### config.mk
export PLATFORM = sky130hd
export DESIGN_NAME = button_event
export DESIGN_NICKNAME = d
export VERILOG_FILES = /design/src/rtl/button_event_pkg.sv /design/src/rtl/button_event_tick_gen.sv /design/src/rtl/button_event.sv
export SDC_FILE = /design/constraint.sdc
export NUM_CORES = 1
export LEC_CHECK = 0
export BUFFER_PORTS_ARGS = -buffer_cell sky130_fd_sc_hd__buf_2
export CAP_MARGIN = 30
export CORE_MARGIN = 4
export CORE_UTILIZATION = 50
export DETAILED_ROUTE_END_ITERATION = 6
export PLACE_DENSITY = 0.68
export SETUP_SLACK_MARGIN = 0.4
export SLEW_MARGIN = 10
export SYNTH_ARGS = -nofsm -noshare
export SYNTH_HDL_FRONTEND = slang
export SYNTH_SLANG_ARGS = --single-unit
### constraint.sdc
create_clock -name i_clk -period 3.85 [get_ports i_clk]
set_clock_uncertainty 0.15 [all_clocks]
set_input_delay 0.77 -clock i_clk [delete_from_list [all_inputs] [get_ports i_clk]]
set_output_delay 0.77 -clock i_clk [all_outputs]
set_load 0.03 [all_outputs]
### src/rtl/button_event_pkg.sv
// Shared types and sizing helpers for the button event decoder.
package button_event_pkg;

    typedef enum logic [2:0] {
        ST_IDLE   = 3'd0,
        ST_PRESS1 = 3'd1,
        ST_WAIT2  = 3'd2,
        ST_PRESS2 = 3'd3,
        ST_LONG   = 3'd4
    } state_e;

    localparam int TICK_W_DFLT = 8;

    function automatic int presc_w(input int div);
        return ($clog2(div) < 1) ? 1 : $clog2(div);
    endfunction

endpackage

### src/rtl/button_event_tick_gen.sv
// Prescaler: one-cycle tick every PRESC_DIV clocks, restartable by i_clear.
module tick_gen
    import button_event_pkg::*;
#(
    parameter int PRESC_DIV = 1000
) (
    input  logic i_clk,
    input  logic i_rst,
    input  logic i_clear,
    output logic o_tick
);

    localparam int CW = presc_w(PRESC_DIV);
    localparam logic [CW-1:0] RELOAD = CW'(PRESC_DIV - 1);

    logic [CW-1:0] cnt_q;
    logic [CW-1:0] cnt_d;

    always_comb begin
        if (i_clear || cnt_q == '0) begin
            cnt_d = RELOAD;
        end else begin
            cnt_d = cnt_q - CW'(1);
        end
    end

    always_ff @(posedge i_clk) begin
        if (i_rst) begin
            cnt_q <= RELOAD;
        end else begin
            cnt_q <= cnt_d;
        end
    end

    // Purely registered so the FSM's phase-clear decision can depend on it.
    assign o_tick = (cnt_q == '0);

endmodule

### src/rtl/button_event.sv
// Button gesture decoder: press/release edges, click, double-click, long press.
// Optional auto-repeat while long-held: define BUTTON_EVENT_REPEAT_EN.
//
// state   | meaning
// IDLE    | released, no gesture in progress
// PRESS1  | first press held, timing towards long press
// WAIT2   | released after short press, timing double-click window
// PRESS2  | second press of a double-click, waiting for release
// LONG    | long press reached, held
module button_event
    import button_event_pkg::*;
#(
    parameter int PRESC_DIV    = 1000,
    parameter int TICK_W       = TICK_W_DFLT,
    parameter int LONG_TICKS   = 100,
    parameter int DCLICK_TICKS = 25,
    parameter int REPEAT_TICKS = 20
) (
    input  logic i_clk,
    input  logic i_rst,
    input  logic i_deb,
    output logic o_press,
    output logic o_release,
    output logic o_click,
    output logic o_dclick,
    output logic o_long,
    output logic o_repeat,
    output logic o_held
);

    localparam logic [TICK_W-1:0] LONG_LAST = TICK_W'(LONG_TICKS - 1);
    localparam logic [TICK_W-1:0] DCLK_LAST = TICK_W'(DCLICK_TICKS - 1);

    if (LONG_TICKS < 1 || LONG_TICKS >= (2 ** TICK_W)) begin : g_bad_long
        $error("LONG_TICKS out of range for TICK_W");
    end
    if (DCLICK_TICKS < 1 || DCLICK_TICKS >= (2 ** TICK_W)) begin : g_bad_dclick
        $error("DCLICK_TICKS out of range for TICK_W");
    end
    if (REPEAT_TICKS < 1 || REPEAT_TICKS >= (2 ** TICK_W)) begin : g_bad_repeat
        $error("REPEAT_TICKS out of range for TICK_W");
    end

    state_e            state_q;
    logic              deb_q;
    logic [TICK_W-1:0] tick_cnt_q;
    logic              tick;
    logic              rise;
    logic              fall;
    logic              long_hit;
    logic              dclk_hit;
    logic              rep_hit;
    logic              clr_phase;

    assign rise     = i_deb & ~deb_q;
    assign fall     = ~i_deb & deb_q;
    assign long_hit = tick && (tick_cnt_q == LONG_LAST);
    assign dclk_hit = tick && (tick_cnt_q == DCLK_LAST);

    // Any state change restarts both the prescaler and the tick count.
    always_comb begin
        clr_phase = 1'b0;
        case (state_q)
            ST_IDLE:   clr_phase = rise;
            ST_PRESS1: clr_phase = fall | long_hit;
            ST_WAIT2:  clr_phase = rise | dclk_hit;
            ST_PRESS2: clr_phase = fall;
            ST_LONG:   clr_phase = fall;
            default:   clr_phase = 1'b1;
        endcase
    end

    tick_gen #(
        .PRESC_DIV (PRESC_DIV)
    ) u_tick_gen (
        .i_clk   (i_clk),
        .i_rst   (i_rst),
        .i_clear (clr_phase),
        .o_tick  (tick)
    );

    always_ff @(posedge i_clk) begin
        if (i_rst || clr_phase) begin
            tick_cnt_q <= '0;
        end else if (tick && tick_cnt_q != '1) begin
            tick_cnt_q <= tick_cnt_q + TICK_W'(1);
        end
    end

`ifdef BUTTON_EVENT_REPEAT_EN
    localparam logic [TICK_W-1:0] REP_LAST = TICK_W'(REPEAT_TICKS - 1);

    logic [TICK_W-1:0] rep_cnt_q;

    assign rep_hit = (state_q == ST_LONG) && tick && !fall && (rep_cnt_q == REP_LAST);

    always_ff @(posedge i_clk) begin
        if (i_rst || clr_phase) begin
            rep_cnt_q <= '0;
        end else if (state_q == ST_LONG && tick) begin
            rep_cnt_q <= (rep_cnt_q == REP_LAST) ? '0 : rep_cnt_q + TICK_W'(1);
        end
    end
`else
    assign rep_hit = 1'b0;
`endif

    always_ff @(posedge i_clk) begin
        if (i_rst) begin
            state_q   <= ST_IDLE;
            deb_q     <= i_deb;
            o_press   <= 1'b0;
            o_release <= 1'b0;
            o_click   <= 1'b0;
            o_dclick  <= 1'b0;
            o_long    <= 1'b0;
            o_repeat  <= 1'b0;
            o_held    <= 1'b0;
        end else begin
            deb_q     <= i_deb;
            o_press   <= rise;
            o_release <= fall;
            o_held    <= i_deb;
            o_click   <= 1'b0;
            o_dclick  <= 1'b0;
            o_long    <= 1'b0;
            o_repeat  <= rep_hit;
            // Edges are tested before timeouts so an edge wins a same-cycle tie.
            case (state_q)
                ST_IDLE: begin
                    if (rise) begin
                        state_q <= ST_PRESS1;
                    end
                end
                ST_PRESS1: begin
                    if (fall) begin
                        state_q <= ST_WAIT2;
                    end else if (long_hit) begin
                        state_q <= ST_LONG;
                        o_long  <= 1'b1;
                    end
                end
                ST_WAIT2: begin
                    if (rise) begin
                        state_q  <= ST_PRESS2;
                        o_dclick <= 1'b1;
                    end else if (dclk_hit) begin
                        state_q <= ST_IDLE;
                        o_click <= 1'b1;
                    end
                end
                ST_PRESS2: begin
                    if (fall) begin
                        state_q <= ST_IDLE;
                    end
                end
                ST_LONG: begin
                    if (fall) begin
                        state_q <= ST_IDLE;
                    end
                end
                default: begin
                    state_q <= ST_IDLE;
                end
            endcase
        end
    end

endmodule

; ---- Word-level counts from Yosys, hierarchy flattened
; Cells that the tools add are included.
[word_totals]
elab_cells = 55
output_inout_bits = 7
reg_bits = 28
[op_classes]
addsub = 2
n_eq_ne = 11
mux = 11
bitwise_logic = 8
n_reduce_logical = 13
[op_table]
columns = op, count
row1 = 3-bit two-way mux, 6
row2 = 3-bit case mux with 4 select lines, 1
row3 = 10-bit logical NOT, 1
row4 = 10-bit by 1-bit subtractor with 10-bit output (second input constant), 1
row5 = 8-bit by 1-bit adder with 8-bit output (second input constant), 1
row6 = 8-bit by 5-bit equality test with 1-bit output (second input constant), 1
row7 = 8-bit by 7-bit equality test with 1-bit output (second input constant), 1
row8 = 8-bit != test (second input constant), 1
row9 = 3-bit by 2-bit equality test with 1-bit output (second input constant), 2
row10 = 3-bit != test (second input constant), 2
row11 = 2-bit OR reduction, 3
row12 = 3-bit OR reduction, 2
row13 = 1-bit NOT, 4
row14 = 1-bit case mux with 4 select lines, 1
row15 = 4-bit AND reduction, 1
row16 = 3-bit by 1-bit equality test with 1-bit output (second input constant), 1
row17 = 3-bit equality test (second input constant), 1
row18 = 1-bit logical AND, 3
row19 = 3-bit logical NOT, 1
row20 = 1-bit two-way mux, 3
row21 = 1-bit AND, 2
row22 = 1-bit logical OR, 2
row23 = 2-bit by 1-bit != test with 1-bit output (second input constant), 1
row24 = 2-bit != test (second input constant), 1
row25 = 1-bit bitwise OR, 2

; ---- Depth between registers and ports, before layout
; Gate-level depths: netlist of run 1.
[depth]
word_depth = 6
mapped_depth = 8
depth_no_buf = 7

; ---- Modules after synthesis
; From an unflattened synthesis of run 1, not the netlist that was laid out.
[hier_totals]
cells_unflattened = 152
area_unflattened_um2 = 1440.1
[by_module_without_submodules]
columns = module, cells_per_inst, area_per_inst_um2, instances, seq_area_each_um2
row1 = button_event, 105, 993.5, 1, 360.3
row2 = tick_gen, 47, 446.7, 1, 200.2

; ---- Worst setup path after synthesis of run 1
; OpenSTA, ideal clock, no wires.
[synth_path]
kind = register to register
startpoint = register u_tick_gen.cnt_q[0]
endpoint = register state_q[2]
path_stages_with_launch = 8
t_arrival_ps = 1814
setup_time_ps = 120
setup_slack_ps = 1766
required_time_ps = 3580
path_cell_list = dfxtp_1 > inv_1 > ha_1 > nor4b_2 > nand4_1 > or4_4 > nor3b_1 > or2_1
[synth_via]
elab_chain_len = 4
elab_cells_between_ends = 6
cone_classes = eq/ne (2) / reduce/logical (4)
[synth_lines]
columns = element, line
row1 = start: declaration, button_event_tick_gen.sv:16  ; logic [CW-1:0] cnt_q;
row2 = start signal: assignment, button_event_tick_gen.sv:31  ; cnt_q <= cnt_d;
row3 = 10-bit logical NOT *, button_event_tick_gen.sv:36  ; assign o_tick = (cnt_q == '0);
row4 = 1-bit logical AND (on tied branches), "button_event.sv:57, button_event.sv:58"
row5 = 3-bit != test (no source line), --
row6 = 4-bit AND reduction (no source line) *, --
row7 = end signal: assignment, button_event.sv:110  ; state_q <= ST_IDLE;
row8 = end signal: assignment, button_event.sv:132  ; state_q <= ST_PRESS1;
row9 = end signal: assignment, button_event.sv:137  ; state_q <= ST_WAIT2;
row10 = end: declaration, button_event.sv:44  ; state_e state_q;
; Mark *: on every way between the ends. The rest lies on a longest branch, timed or not.
; A chain may end at the register's enable or synchronous reset.

; ---- Worst setup path after layout of run 1
; Ends and elaborated chain as after synthesis.

==> metrics.txt, run 1 <==
outcome complete, no violations; Mapped Nets 148; Die ar. 3410 um2; Fin Hold WS 0.290 ns; initial antenna violation count 0; antenna viol nets, final 0; most common cell after layout, fill and taps aside dfxtp_1; Peak VDD IR 235 uV; # IOs 10; Root Buffer clkbuf_4; clk sinks 28; setup repair bufs after CTS 0; largest net degree at the start of global routing 15; Max Buffers Root-to-Sink 2; max-slew violations 0; Register-to-Register Path Depth 7; Reg power frac 67.3%; synthesis-stage register bit count 28; final hold vios 0; CP max-delay cell or4_4; kind of critical path reg2reg; total net switching power 0.102 mW; hpwl dp 1660 um; final net count 156; fill count 208; setup ws final 1.57 ns; worst skew pair latency 0.31 ns; grt total ovfl 0; register area share after synthesis 44.1%; max-cap violation count 0; Hold Path Depth 1; relative slew slack 66.9%; Clock transition at path regs 0.13 ns; DP Area 1320 um2; measured slew at the worst slew-check pin 0.495 ns; Design Power 0.446 mW; cell area after synthesis 1270 um2; endpoint class of the critical path flip-flop; Setup TNS Final 0 ns; CTS H-tree lvls 1; first-pass GRT wire length 3690 um; drt first pass iters 4; Vias 961; post-route cell area 1350 um2; die width 58.4 um; Clock Power Share 25.2%; routed wire length 2140 um; Pleak 0.488 nW; Hold WC Path Type reg2reg; Avg Vias per Cell 5.49; die height 58.4 um; P per Cell Area 332 nW/um2; synthesis-to-layout area growth 5.91%; Critical Path RT 3.91 ns; DRC viols 0; CTS Buf Count 3; DRT iter0 DRCs 28; Hold-fix buffers, CTS 0; combinational share of power 7.6%; Synth Area per Inst 9.01 um2; Final Util 58.0%; num rows 17; post-synth cell types 35; Port Buffer Count 8; core area 2320 um2; storage element area 561 um2; Warnings, synthesis 0; final number of setup-violating endpoints 0; placed instance count 172; layout cell share with drive strength beyond 1 12.9%; hold path endpoint u_tick_gen.cnt_q[0]$_SDFF_PP1_; vias in the first global route 898; RSZ-0062 raised after global routing no; CTS tree built; Initial Util 54.8%; commonest cells after routing, fill and taps aside 28 x dfxtp_1, 16 x nor2_1, 14 x nand2_1, 9 x nand3_1; Switching Share 22.8%; antenna cell count 0; Critical R2R Capture state_q[2]$_SDFFE_PP0P_; Reg2Reg Setup Slack 1.57 ns; Multi-input gate area 664 um2; CP arrival 2.34 ns; Synth Instances 141; Buf+Inv Stages, Crit Path 1; GRT Util Overall 13.7%; dpl ws 1.57 ns; Hold Crit Start u_tick_gen.cnt_q[0]$_SDFF_PP1_; Tcrit/Tclk final 59.2%; startpoint types flip-flop; Final min period 2.28 ns; gpl congestion 0.832; FF-to-FF Start u_tick_gen.cnt_q[0]$_SDFF_PP1_; WL per Instance 12.2 um; EDFF count, synth 0; critical path, cell by cell inv_1 -> ha_1 -> nor4b_2 -> nand4_1 -> or4_4 -> nor3b_1 -> or2_1; fin cells 175; f_max 439 MHz; Top FF cell, synth dfxtp_1; post-cts resize count 0; Crit Path Max Fanout 4; Worst path max stage delay 0.60 ns; Async S/R FF share, synth 0%; Cell Int Power 0.344 mW; crit-path leading delay family simple AND/OR/NAND/NOR gates
layout make-up:
cell class	instances	share of cell area, %
clock buffer	3	1.67
tap	28	2.60
sequential	28	41.7
inverter	6	1.67
timing repair buffer	8	2.98
multi-input combinational	102	49.4
worst max path at each step:
stage,from,to,slack [ns],depth (start not counted)
global placement,u_tick_gen.cnt_q[0]$_SDFF_PP1_,state_q[0]$_SDFFE_PP0P_,1.61,7
global route,u_tick_gen.cnt_q[0]$_SDFF_PP1_,state_q[0]$_SDFFE_PP0P_,1.49,7
detailed placement,u_tick_gen.cnt_q[0]$_SDFF_PP1_,state_q[2]$_SDFFE_PP0P_,1.57,7
floorplan,u_tick_gen.cnt_q[0]$_SDFF_PP1_,state_q[2]$_SDFFE_PP0P_,1.77,7
finish,u_tick_gen.cnt_q[0]$_SDFF_PP1_,state_q[2]$_SDFFE_PP0P_,1.57,7
CTS,u_tick_gen.cnt_q[0]$_SDFF_PP1_,state_q[0]$_SDFFE_PP0P_,1.55,7
flip-flops by register name (all words and copies together) (netlist names):
register	flops
u_tick_gen.cnt_q	10
o_held	1
deb_q	1
state_q	3
o_release	1
o_long	1
tick_cnt_q	8
o_press	1
o_dclick	1
o_click	1
synth_stat cells (2+ instances only):
cell type	instances	area share (%)
a21oi_1	4	1.6
and4_1	2	1.4
clkbuf_1	4	1.2
dfxtp_1	28	44
ha_1	4	3.9
inv_1	6	1.8
nand2_1	14	4.1
nand2b_1	2	0.99
nand3_1	9	3.5
nand4_1	3	1.5
nor2_1	16	4.7
nor2b_1	3	1.5
nor3_1	7	2.8
nor3b_1	2	1.2
nor4_1	3	1.5
o21ai_0	4	1.6
or4_4	2	1.8
xnor2_1	8	5.5
xor2_1	4	2.8
cells by family after synthesis:
| logic type | share of synthesized area [%] |
|---|---|
| AOI/OAI and AO/OA | 7.78 |
| xor gates and xnor gates | 8.28 |
| adders and majority gates | 3.94 |
| buffers and inverters | 3.55 |
| DFF | 44.1 |
| other | 0.295 |
| and+or+nand+nor | 32.0 |
metal layers:
metal  vias to the layer above  track usage [%]  part of all wire [%]
met5                         -                0                     0
met3                         0             3.07                   4.1
met4                         0             5.96                     0
li1                        499                -                     -
met1                       442             17.9                    48
met2                        20             21.4                    47
power by group through the flow:
| stage | clock network (mW) | registers, mW | logic, mW |
|---|---|---|---|
| after global placement | 0 | 0.306 | 0.0332 |
| after detailed placement | 0 | 0.306 | 0.0335 |
| after CTS | 0.120 | 0.300 | 0.0338 |
| after global routing | 0.134 | 0.301 | 0.0371 |
| after floorplan | 0 | 0.308 | 0.0240 |
| final | 0.112 | 0.300 | 0.0337 |
worst register-to-register path, stage by stage, from the launching register on:
cell and delay [ns]:
dfxtp_1 0.36, inv_1 0.11, ha_1 0.15, nor4b_2 0.26, nand4_1 0.17, or4_4 0.60, nor3b_1 0.17, or2_1 0.21
Power figures use the tool's default switching activity.
==> run 2: changes to the inputs <==
--- a/config.mk
+++ b/config.mk
@@ -5,12 +5,13 @@
 export SDC_FILE = /design/constraint.sdc
 export NUM_CORES = 1
 export LEC_CHECK = 0
+export ABC_AREA = 1
 export BUFFER_PORTS_ARGS = -buffer_cell sky130_fd_sc_hd__buf_2
 export CAP_MARGIN = 30
 export CORE_MARGIN = 4
 export CORE_UTILIZATION = 50
 export DETAILED_ROUTE_END_ITERATION = 6
-export PLACE_DENSITY = 0.68
+export PLACE_DENSITY = 0.7
 export SETUP_SLACK_MARGIN = 0.4
 export SLEW_MARGIN = 10
 export SYNTH_ARGS = -nofsm -noshare
==> constraint.sdc (replaced) <==
create_clock -name i_clk -period 1.9 [get_ports i_clk]
set_clock_uncertainty 0.15 [all_clocks]
set_input_delay 0.38 -clock i_clk [delete_from_list [all_inputs] [get_ports i_clk]]
set_output_delay 0.38 -clock i_clk [all_outputs]
set_load 0.03 [all_outputs]
==> run 2 against run 1 <==
Wire length grew 44%. Cell count increased by 39%. Worst setup slack got worse by 1.4 ns. Global-route usage increased by 3.2 points. Hold slack got worse by 0.16 ns. Non-clock buffer count is 9 higher. Synthesized cell count is 37% higher. Critical path depth is 1 higher. Power rose to 3.6 times the previous value. Area after synthesis is 19% higher.
==> metrics.txt, run 2 <==
storage element area 567 um2; endpoint class of the critical path flip-flop; grt total ovfl 0; Max Buffers Root-to-Sink 2; CTS tree built; DRT iter0 DRCs 77; most frequent cells after synthesis 32 x inv_1, 28 x dfxtp_1, 22 x nor2_1, 14 x nand2_1, 13 x xor2_1; final hold vios 0; first-pass GRT wire length 5410 um; largest registers u_tick_gen.cnt_q x10, tick_cnt_q x8, state_q x3; max-cap violation count 0; mux cell area share after synthesis 0%; Mapped Nets 200; Avg Vias per Cell 5.09; Hold WC Path Type in2reg; adder-cell share of the synthesized area 3.31%; FF-to-FF Start u_tick_gen.cnt_q[1]$_SDFF_PP1_; # IOs 10; die width 63.0 um; Synth Instances 193; DRC viols 0; Critical Path RT 1.99 ns; Final min period 1.70 ns; EDFF count, synth 0; post-synthesis simple-gate area fraction 35.3%; initial antenna violation count 0; max-slew violations 0; XOR/XNOR Fraction of Synth Area 8.69%; placed instance count 230; layout cell share with drive strength beyond 1 36.3%; CP arrival 1.79 ns; Hold Crit Start i_deb; post-synth cell types 30; RSZ-0062 raised after global routing yes; fin cells 243; CTS Buf Count 3; fill count 241; top-area cell type share of the netlist area 37.1%; cell area after synthesis 1510 um2; die height 63.0 um; outcome complete, no violations; drt first pass iters 4; clk sinks 28; GRT Util Overall 16.9%; Fin Hold WS 0.133 ns; f_max 587 MHz; P per Cell Area 880 nW/um2; max reg flops 10; final number of setup-violating endpoints 0; synthesis-stage register bit count 28; largest net degree at the start of global routing 17; Root Buffer clkbuf_4; Warnings, synthesis 0; crit path from u_tick_gen.cnt_q[1]$_SDFF_PP1_; Synth Area in Compound Gates 5.30%; Port Buffer Count 8; most common cell after layout, fill and taps aside inv_1; register area share after synthesis 37.1%; vias in the first global route 1,289; Setup TNS Final 0 ns; Peak VDD IR 518 uV; worst skew pair latency 0.33 ns; Crit Path Max Fanout 4; final net count 220; Async S/R FF share, synth 0%; Vias 1,238; Multi-input gate area 890 um2; WL per Instance 12.6 um; hpwl dp 2250 um; Die ar. 3970 um2; combinational family with the most area after synthesis simple AND/OR/NAND/NOR gates; most frequent cell after synthesis inv_1; commonest cells after routing, fill and taps aside 28 x inv_1, 23 x dfxtp_1, 18 x nor2_1, 15 x nor2_2, 13 x xor2_1; dominant cell type by area after synthesis dfxtp_1; Clock transition at path regs 0.15 ns; Initial Util 53.4%; antenna cell count 0; antenna viol nets, final 0; top post-synthesis cells by area dfxtp_1 37%, inv_1 7.9%, xor2_1 7.5%; gpl congestion 0.917; Synth Area per Inst 7.83 um2; startpoint types flip-flop; synthesis-to-layout area growth 19.1%; Tcrit/Tclk final 89.6%; CTS H-tree lvls 1; Pleak 0.731 nW; Top FF cell, synth dfxtp_1; kind of critical path reg2reg; num rows 19; core area 2830 um2; routed wire length 3060 um; Top reg by flops u_tick_gen.cnt_q
## run 2: cell count changes after synthesis, moves of 4 or more
cell,delta
xnor2_1,-6
nand4_1,+9
inv_1,+26
nor2_1,+6
xor2_1,+9
nand2_2,+6
nor2_2,+11
nor2_4,+4
## run 2: path summary, 6_finish.rpt
kind	end	depth (start not counted)	slack, ns
worst max-delay path	tick_cnt_q[6]$_SDFFE_PP0P_	8	0.20
worst min register to register	u_tick_gen.cnt_q[0]$_SDFF_PP1_	1	0.31
worst max register to register	tick_cnt_q[6]$_SDFFE_PP0P_	8	0.20
worst min-delay path	o_held$_SDFF_PP0_	3	0.13
## run 2: layer usage
metal	global-route usage, %	vias to the layer above	wire [um]
met3	2.70	8	57
met4	7.44	0	62
met2	29.8	16	1530
li1	-	643	-
met5	0	-	0
met1	20.0	571	1410
## run 2: cell families after synthesis
| logic type | Yosys count |
|---|---|
| simple gates | 92 |
| flops | 28 |
| xor+xnor | 15 |
| compound gates | 14 |
| other cells | 1 |
| fa+ha+maj | 4 |
| buf+inv | 39 |
## run 2: area by class of cell
type / count / share of cell area (%)
Inverter: 36 / 7.71
Tap cell: 31 / 2.15
Clock inverter: 1 / 1.67
Clock buffer: 3 / 1.25
Multi-Input combinational cell: 127 / 49.4
Sequential cell: 28 / 31.5
Timing Repair Buffer: 17 / 6.32
## run 2: power by group
part / internal [mW] / switching, mW
Clock: 0.214 / 0.180
Sequential: 0.631 / 0.0430
Combinational: 0.197 / 0.319
## run 2: through the flow
| stage | power, mW | setup slack (ns) | util, % | instance area (um2) |
|---|---|---|---|---|
| 3_3_place_gp | 1.04 | 0.202 | 57.1 | 1620 |
| 3_5_place_dp | 1.06 | 0.155 | 57.1 | 1620 |
| 6_report | 1.58 | 0.197 | 63.6 | 1800 |
| 5_1_grt | 1.67 | 0.0923 | 63.6 | 1800 |
| 2_1_floorplan | 0.984 | 0.340 | - | 1540 |
| 4_1_cts | 1.55 | 0.222 | 61.3 | 1730 |
## run 2: what timing repair did
action                                  CTS  global route
setup buffers                             6             1
gates resized for setup                   7            12
endpoints found under the setup margin   21            21
hold buffers                              0             1
endpoints found under the hold margin     0             1
pin swaps                                 8             9
cloned                                    1             0
## run 2: worst max-delay path, cell delays in order, from the launching register on
cell and delay [ns]:
dfxtp_2 0.35, inv_2 0.07, ha_4 0.15, nand2_4 0.06, nor3_2 0.23, nand2_2 0.12
nor2_1 0.14, xor2_1 0.26, nor2_2 0.07
==> run 3: changes to the inputs <==
--- a/config.mk
+++ b/config.mk
@@ -8,10 +8,12 @@
 export ABC_AREA = 1
 export BUFFER_PORTS_ARGS = -buffer_cell sky130_fd_sc_hd__buf_2
 export CAP_MARGIN = 30
-export CORE_MARGIN = 4
-export CORE_UTILIZATION = 50
+export CELL_PAD_IN_SITES_DETAIL_PLACEMENT = 1
+export CELL_PAD_IN_SITES_GLOBAL_PLACEMENT = 1
+export CORE_MARGIN = 5
+export CORE_UTILIZATION = 40
 export DETAILED_ROUTE_END_ITERATION = 6
-export PLACE_DENSITY = 0.7
+export PLACE_DENSITY_LB_ADDON = 0.1
 export SETUP_SLACK_MARGIN = 0.4
 export SLEW_MARGIN = 10
 export SYNTH_ARGS = -nofsm -noshare
==> run 3 against run 2 <==
Register-to-register slack hardly changed. Combinational power decreased by 8.7%. Flip-flop and latch count stayed put. Hold slack worse by 0.065 ns. Via count increased by 5.3%. Largest power group unchanged.
==> metrics.txt, run 3 (same netlist as run 2, synthesis figures left out) <==
core area 3660 um2; Hold-fix buffers, CTS 0; clk sinks 28; CTS tree built; initial antenna violation count 0; die height 71.5 um; Initial Util 41.3%; Port Buffer Count 8; CP arrival 1.73 ns; die width 71.5 um; final net count 221; commonest cells after routing, fill and taps aside 27 x inv_1, 22 x dfxtp_1, 19 x nor2_1, 14 x nor2_2, 13 x xor2_1; vias in the first global route 1,393; Critical Path RT 1.94 ns; Vias 1,303; Tcrit/Tclk final 89.1%; Top reg by flops u_tick_gen.cnt_q; crit path from deb_q$_DFF_P_; max reg flops 10; routed wire length 3540 um; Crit Path Max Fanout 8; largest registers u_tick_gen.cnt_q x10, tick_cnt_q x8, state_q x3; first-pass GRT wire length 6440 um; worst skew pair latency 0.28 ns; max-slew violations 0; Peak VDD IR 435 uV; P per Cell Area 856 nW/um2; final hold vios 0; kind of critical path reg2reg; Max Buffers Root-to-Sink 2; DRT iter0 DRCs 41; Reg2Reg Setup Slack 0.21 ns; fill count 454; drt first pass iters 4; RSZ-0062 raised after global routing yes; f_max 591 MHz; antenna viol nets, final 0; Clock transition at path regs 0.10 ns; FF-to-FF Start deb_q$_DFF_P_; layout cell share with drive strength beyond 1 39.0%; Hold WC Path Type in2reg; endpoint class of the critical path flip-flop; CTS Buf Count 3; Die ar. 5110 um2; most common cell after layout, fill and taps aside inv_1; largest net degree at the start of global routing 17; fin cells 261; Hold Path Depth 1; Hold Crit Start i_deb; startpoint types flip-flop; Final Util 51.9%; # IOs 10; placed instance count 248; GRT Util Overall 15.4%; Design Power 1.63 mW; Setup TNS Final 0 ns; grt total ovfl 0; setup ws final 0.207 ns; DRC viols 0; Pleak 0.762 nW; WL per Instance 13.5 um; synthesis-to-layout area growth 25.7%; crit path capture tick_cnt_q[1]$_SDFFE_PP0P_; num rows 22; max-cap violation count 0; gpl congestion 0.772; Critical R2R Capture tick_cnt_q[1]$_SDFFE_PP0P_; Avg Vias per Cell 4.99; Root Buffer clkbuf_8; outcome complete, no violations; Final min period 1.69 ns; dpl ws 0.112 ns; antenna cell count 0; final number of setup-violating endpoints 0; Register-to-Register Path Depth 8; hpwl dp 2670 um; CTS H-tree lvls 1
run 3: critical path, cell delays in order, from the launching register on:
cell and delay (ns):
dfxtp_1 0.33, nor2_1 0.31, inv_1 0.18, nand3_2 0.13, inv_2 0.05, nor2_4 0.15, nand2_4 0.12, nand2_8 0.13
nor2_2 0.05
run 3: cell type report:
class                      instances  area [um2]  area share, %
tap                               48        60.1           3.16
multi-input combinational        127         925           48.7
clock inverter                     1        30.0           1.58
timing repair buffer              18         128           6.71
clock buffer                       3        41.3           2.17
sequential                        28         573           30.2
inverter                          36         144           7.57
run 3: what timing repair did:
action / in CTS / in global routing
resized for setup: 19 / 11
cloned: 1 / 0
pin swaps: 11 / 7
buffers inserted: 7 / 1
endpoints found under the setup margin: 21 / 22
run 3: routing by layer:
| metal | share of wire, % | wire length [um] | GRT usage (%) | vias up |
|---|---|---|---|---|
| li1 | - | - | - | 651 |
| met1 | 44 | 1560 | 19.2 | 627 |
| met2 | 50 | 1780 | 26.7 | 19 |
| met3 | 3.9 | 137 | 2.95 | 6 |
| met4 | 1.5 | 52 | 4.38 | 0 |
| met5 | 0 | 0 | 0 | - |
run 3: worst min path at each step:
stage               slack (ns)                              to
floorplan                 0.25  u_tick_gen.cnt_q[0]$_SDFF_PP1_
global placement          0.27  u_tick_gen.cnt_q[0]$_SDFF_PP1_
detailed placement        0.26  u_tick_gen.cnt_q[0]$_SDFF_PP1_
CTS                       0.07                   deb_q$_DFF_P_
global route              0.07                   deb_q$_DFF_P_
finish                    0.07                   deb_q$_DFF_P_
run 3: per-stage QoR:
step,instance area (um2),hold WS [ns]
after global routing,1900,0.0661
after CTS,1860,0.0666
after global placement,1640,0.271
final,1900,0.0680
after floorplan,1540,0.249
after detailed placement,1640,0.264
run 3: report_power, final:
| part | internal (mW) | switching, mW |
|---|---|---|
| registers | 0.627 | 0.0432 |
| logic | 0.166 | 0.306 |
| clock network | 0.283 | 0.204 |
